File: src/rtl/mux2_rr_arbiter.sv
// Round-robin arbiter for a shared 2-to-1 stream mux. Grants are held for a
// whole packet and are released early after MAX_BEATS beats.
module mux2_rr_arbiter #(
    parameter int unsigned DW        = 8,
    parameter int unsigned MAX_BEATS = 16,
    parameter int unsigned CW        = 5
) (
    input  logic          clk,
    input  logic          rst_n,
    input  logic [DW-1:0] in0_data,
    input  logic          in0_valid,
    input  logic          in0_last,
    output logic          in0_ready,
    input  logic [DW-1:0] in1_data,
    input  logic          in1_valid,
    input  logic          in1_last,
    output logic          in1_ready,
    output logic [DW-1:0] out_data,
    output logic          out_valid,
    output logic          out_last,
    input  logic          out_ready,
    output logic          sel,
    output logic [1:0]    grant,
    output logic          forced
);

    typedef enum logic [1:0] {
        IDLE = 2'd0,
        G0   = 2'd1,
        G1   = 2'd2
    } state_t;

    localparam logic [CW-1:0] LAST_CNT = CW'(MAX_BEATS - 1);

    state_t        state;
    state_t        state_n;
    logic          prio;
    logic          prio_n;
    logic [CW-1:0] beat_cnt;
    logic [CW-1:0] beat_cnt_n;

    logic          granted;
    logic          cur_valid;
    logic          cur_last;
    logic          cnt_at_max;
    logic          beat;
    logic          grant_end;

    // Ties go to the requester named by prio; a lone requester always wins.
    function automatic state_t arb(input logic v0, input logic v1, input logic p);
        state_t s;
        s = IDLE;
        if (v0 && v1) begin
            s = p ? G1 : G0;
        end else if (v0) begin
            s = G0;
        end else if (v1) begin
            s = G1;
        end
        return s;
    endfunction

    // Stream decode from the registered state; data path stays combinational.
    always_comb begin
        granted    = (state == G0) || (state == G1);
        cur_valid  = 1'b0;
        cur_last   = 1'b0;
        if (state == G0) begin
            cur_valid = in0_valid;
            cur_last  = in0_last;
        end else if (state == G1) begin
            cur_valid = in1_valid;
            cur_last  = in1_last;
        end
        cnt_at_max = (beat_cnt == LAST_CNT);
        beat       = cur_valid && out_ready;
        grant_end  = beat && (cur_last || cnt_at_max);
    end

    assign out_data  = sel ? in1_data : in0_data;
    assign out_valid = cur_valid;
    assign out_last  = granted && (cur_last || cnt_at_max);
    assign in0_ready = (state == G0) && out_ready;
    assign in1_ready = (state == G1) && out_ready;
    assign forced    = grant_end && !cur_last;

    // Next state: handover is evaluated on the same-cycle valids, no bubble.
    always_comb begin
        state_n    = state;
        prio_n     = prio;
        beat_cnt_n = beat_cnt;
        case (state)
            IDLE: begin
                state_n = arb(in0_valid, in1_valid, prio);
            end
            G0, G1: begin
                if (grant_end) begin
                    prio_n     = (state == G0);
                    beat_cnt_n = '0;
                    state_n    = arb(in0_valid, in1_valid, prio_n);
                end else if (beat) begin
                    beat_cnt_n = beat_cnt + CW'(1);
                end
            end
            default: begin
                state_n = IDLE;
            end
        endcase
    end

    always_ff @(posedge clk or negedge rst_n) begin
        if (!rst_n) begin
            state    <= IDLE;
            prio     <= 1'b0;
            beat_cnt <= '0;
            grant    <= 2'b00;
            sel      <= 1'b0;
        end else begin
            state    <= state_n;
            prio     <= prio_n;
            beat_cnt <= beat_cnt_n;
            grant    <= {state_n == G1, state_n == G0};
            sel      <= (state_n == G1);
        end
    end

endmodule

File: config.mk
export PLATFORM = sky130hd
export DESIGN_NAME = mux2_rr_arbiter
export DESIGN_NICKNAME = d
export VERILOG_FILES = /design/src/rtl/mux2_rr_arbiter.sv
export SDC_FILE = /design/constraint.sdc
export NUM_CORES = 1
export LEC_CHECK = 0
export CORE_UTILIZATION = 36
export CTS_CLUSTER_SIZE = 24
export DETAILED_ROUTE_END_ITERATION = 6
export PLACE_DENSITY = 0.75
export SETUP_SLACK_MARGIN = 0.02
export SLEW_MARGIN = 5
export SYNTH_ARGS = -nofsm -noshare
export SYNTH_HDL_FRONTEND = slang
export SYNTH_SLANG_ARGS = --single-unit
export TNS_END_PERCENT = 1
File: constraint.sdc
create_clock -name clk -period 1.85 [get_ports clk]
set_input_delay 0.37 -clock clk [delete_from_list [all_inputs] [get_ports clk]]
set_output_delay 0.37 -clock clk [all_outputs]
set_load 0.005 [all_outputs]
==> flow_summary.json <==
{
  "ys_seq_area_frac": 0.3140,
  "min_period_ns": 2.125,
  "yosys.cell_count.top_type": "dfrtp_1",
  "cts-htree-levels": 1,
  "wl_um": 2496,
  "cp_max_fo": 2,
  "antenna_found_initial": 0,
  "synth.area.top_cells": "dfrtp_1, mux2_2, ha_1",
  "p_switching_w": 0.0006530,
  "nFillCells": 146,
  "failed_checks": "setup timing",
  "tritoncts": "yes",
  "r2r_slack_ns": -0.23,
  "setup-tns-final_ns": -1.471,
  "pin_count": 39,
  "combPwrFrac": 0.701,
  "coreArea_um2": 2022,
  "whs_ns": 0.4325,
  "grt_pass1_vias": 911,
  "fin_cells": 172,
  "slew_headroom": 0.6870,
  "hold_buffers": 0,
  "die_y_um": 49.05,
  "ys_seq_elements": 10,
  "dp_slack_ns": -0.4371,
  "dp_hpwl_um": 1878,
  "nets": 176,
  "path_clk_slew_ns": 0.06,
  "placement_rows": 16,
  "antennaDiodeCount": 0,
  "place_congestion": 0.8495,
  "numCtsBuffers": 3,
  "synthFlopType": "dfrtp_1",
  "vias": 869,
  "tightest_slew_ns": 0.4680,
  "path_class": "reg -> out",
  "cts_root_buffer": "clkbuf_4",
  "avgSynthCellArea_um2": 10.09,
  "cell_internal_pwr_w": 0.001103,
  "numClockSinks": 10,
  "syn_area_um2": 797.0,
  "dieArea_um2": 2406,
  "p_clk_frac": 0.082,
  "clk_path_buf_depth": 2,
  "yosys-top-cells-count": "dfrtp_1, nand2_1, mux2_2",
  "syn_nets": 108,
  "ys_types": 32,
  "start_kind": "flip-flop",
  "synth_enable_flop_cells": 0,
  "rsz0062_at_grt": "true",
  "slew_violations": 0,
  "ys_warn_count": 0,
  "worstPathArrival_ns": 1.76,
  "fmax_mhz": 470.6,
  "ant_nets": 0,
  "seqPwrFrac": 0.217,
  "maxCapViolCount": 0,
  "dp_cells": 164,
  "skew_ns": 0.001554,
  "fp.dieW_um": 49.05,
  "synthesis.instances": 79,
  "yosys.area.top_type": "dfrtp_1",
  "port_buffers": 38,
  "remaining_drc_errors": 0,
  "drive_gt1_frac": 0.4621,
  "grt_pass1_wl_um": 4015,
  "firstDrtPassIters": 4,
  "grt_start_max_net_pins": 11,
  "grt.total_usage": 0.2219,
  "status": "finished with violations",
  "async_flop_share": 1.000,
  "worst_r2r_path_depth": 11,
  "synthToLayoutAreaGrowth_pct": 93.56,
  "fin_crit_sh": 1.149,
  "grt-ovfl-total": 0,
  "vdd_drop_max_v": 0.0007415,
  "viasPerCell": 5.052,
  "end_kind": "primary output",
  "p_per_area_nw_per_um2": 1138,
  "worst_slack_ns": -0.2750,
  "wire_per_inst_um": 14.51,
  "finalSetupViolCount": 10,
  "synth_top_area_frac": 0.3140,
  "swShare": 0.3720,
  "min-delay-path-class": "in -> async",
  "crit_required_ns": 1.48,
  "final-hold-violation-count": 0,
  "drtIter0Drc": 12,
  "leakage_nw": 0.7300,
  "initial_utilization": 0.3942,
  "clk-insertion-delay-late_ns": 0.26
}
-- critical path, stage by stage (launching register included) --
cell	delay, ns
dfrtp_1	0.39
ha_2	0.19
and3_4	0.17
ha_4	0.16
a21oi_4	0.13
buf_6	0.12
a2bb2oi_2	0.05
and3_1	0.17
buf_2	0.12
-- through the flow --
step	utilization	area [um^2]	total power (W)
4_1_cts	0.7407	1498	0.001685
2_1_floorplan	-	800.8	0.0008787
6_report	0.7630	1543	0.001756
3_5_place_dp	0.6751	1365	0.001434
3_3_place_gp	0.6751	1365	0.001390
5_1_grt	0.7630	1543	0.001880
-- area by class of cell --
type,instances,area (um^2),share of cell area
clock buffers,3,22.52,0.01460
inverters,3,11.26,0.007299
flip-flops and latches,10,251.5,0.1630
repair buffers,66,591.8,0.3836
well taps,27,33.78,0.02190
multi-input cells,63,631.9,0.4096
-- per-layer routing --
layer | track usage | routed length (um) | vias up | share of wire
li1 | - | - | 419 | -
met1 | 0.2233 | 970 | 407 | 0.39
met2 | 0.4444 | 1351 | 39 | 0.54
met3 | 0.03427 | 142 | 4 | 0.057
met4 | 0.08824 | 31 | 0 | 0.012
met5 | 0 | 0 | - | 0
-- cell usage in the layout, fill, tap and decap left out, drive strengths merged --
cell / netlist / final
nand2b: 4 / 4
mux2: 9 / 9
dlymetal6s2s: 0 / 3
and2: 5 / 5
nand3: 2 / 2
a22oi: 1 / 1
a211oi: 1 / 1
o21bai: 2 / 2
dfrtp: 10 / 10
a31oi: 1 / 1
and3: 4 / 4
nand3b: 1 / 1
clkdlybuf4s15: 0 / 1
a32oi: 1 / 1
dlygate4sd2: 0 / 7
o2bb2ai: 3 / 3
and4b: 2 / 2
nand2: 9 / 9
clkbuf: 1 / 4
o21ai: 4 / 4
inv: 3 / 3
nor2b: 1 / 1
or2: 1 / 1
mux2i: 1 / 1
ha: 6 / 6
a21oi: 3 / 3
a2bb2oi: 1 / 1
clkdlybuf4s50: 0 / 25
o31ai: 1 / 1
buf: 2 / 29
-- worst paths after layout --
kind | from | to
worst max-delay path | beat_cnt[0]$_DFFE_PN0P_ | forced
worst min-delay path | rst_n | beat_cnt[3]$_DFFE_PN0P_
worst max register to register | beat_cnt[0]$_DFFE_PN0P_ | beat_cnt[2]$_DFFE_PN0P_
worst min register to register | beat_cnt[4]$_DFFE_PN0P_ | beat_cnt[4]$_DFFE_PN0P_
max in group asynchronous | rst_n | grant[1]$_DFF_PN0_
min in group clk | beat_cnt[4]$_DFFE_PN0P_ | beat_cnt[4]$_DFFE_PN0P_
-- power by group through the flow --
stage	registers, W	logic (W)	clock network (W)
floorplan	0.000343	0.000535	0
global placement	0.000360	0.00103	0
detailed placement	0.000364	0.00107	0
CTS	0.000369	0.00117	0.000148
global route	0.000391	0.00133	0.000160
finish	0.000382	0.00123	0.000144
-- flip-flops by register name, summed over array words and instances, names as in the netlist --
signal / cells
beat_cnt: 5
state: 2
prio: 1
grant: 2
-- what timing repair did --
| item | in CTS | in global routing |
|---|---|---|
| pin swaps | 7 | 3 |
| gates cloned | 0 | 0 |
| resized for setup | 35 | 14 |
| setup endpoints to repair | 21 | 15 |
| buffers inserted | 5 | 0 |
-- logic make-up after synthesis --
group,after synthesis,synth area share
buffers and inverters,6,0.04238
muxes,10,0.1491
adders and majority gates,6,0.09419
AOI/OAI and AO/OA,18,0.1884
DFF,10,0.3140
and+or+nand+nor,29,0.2119
Note: power is estimated with default switching activity, not from simulation.
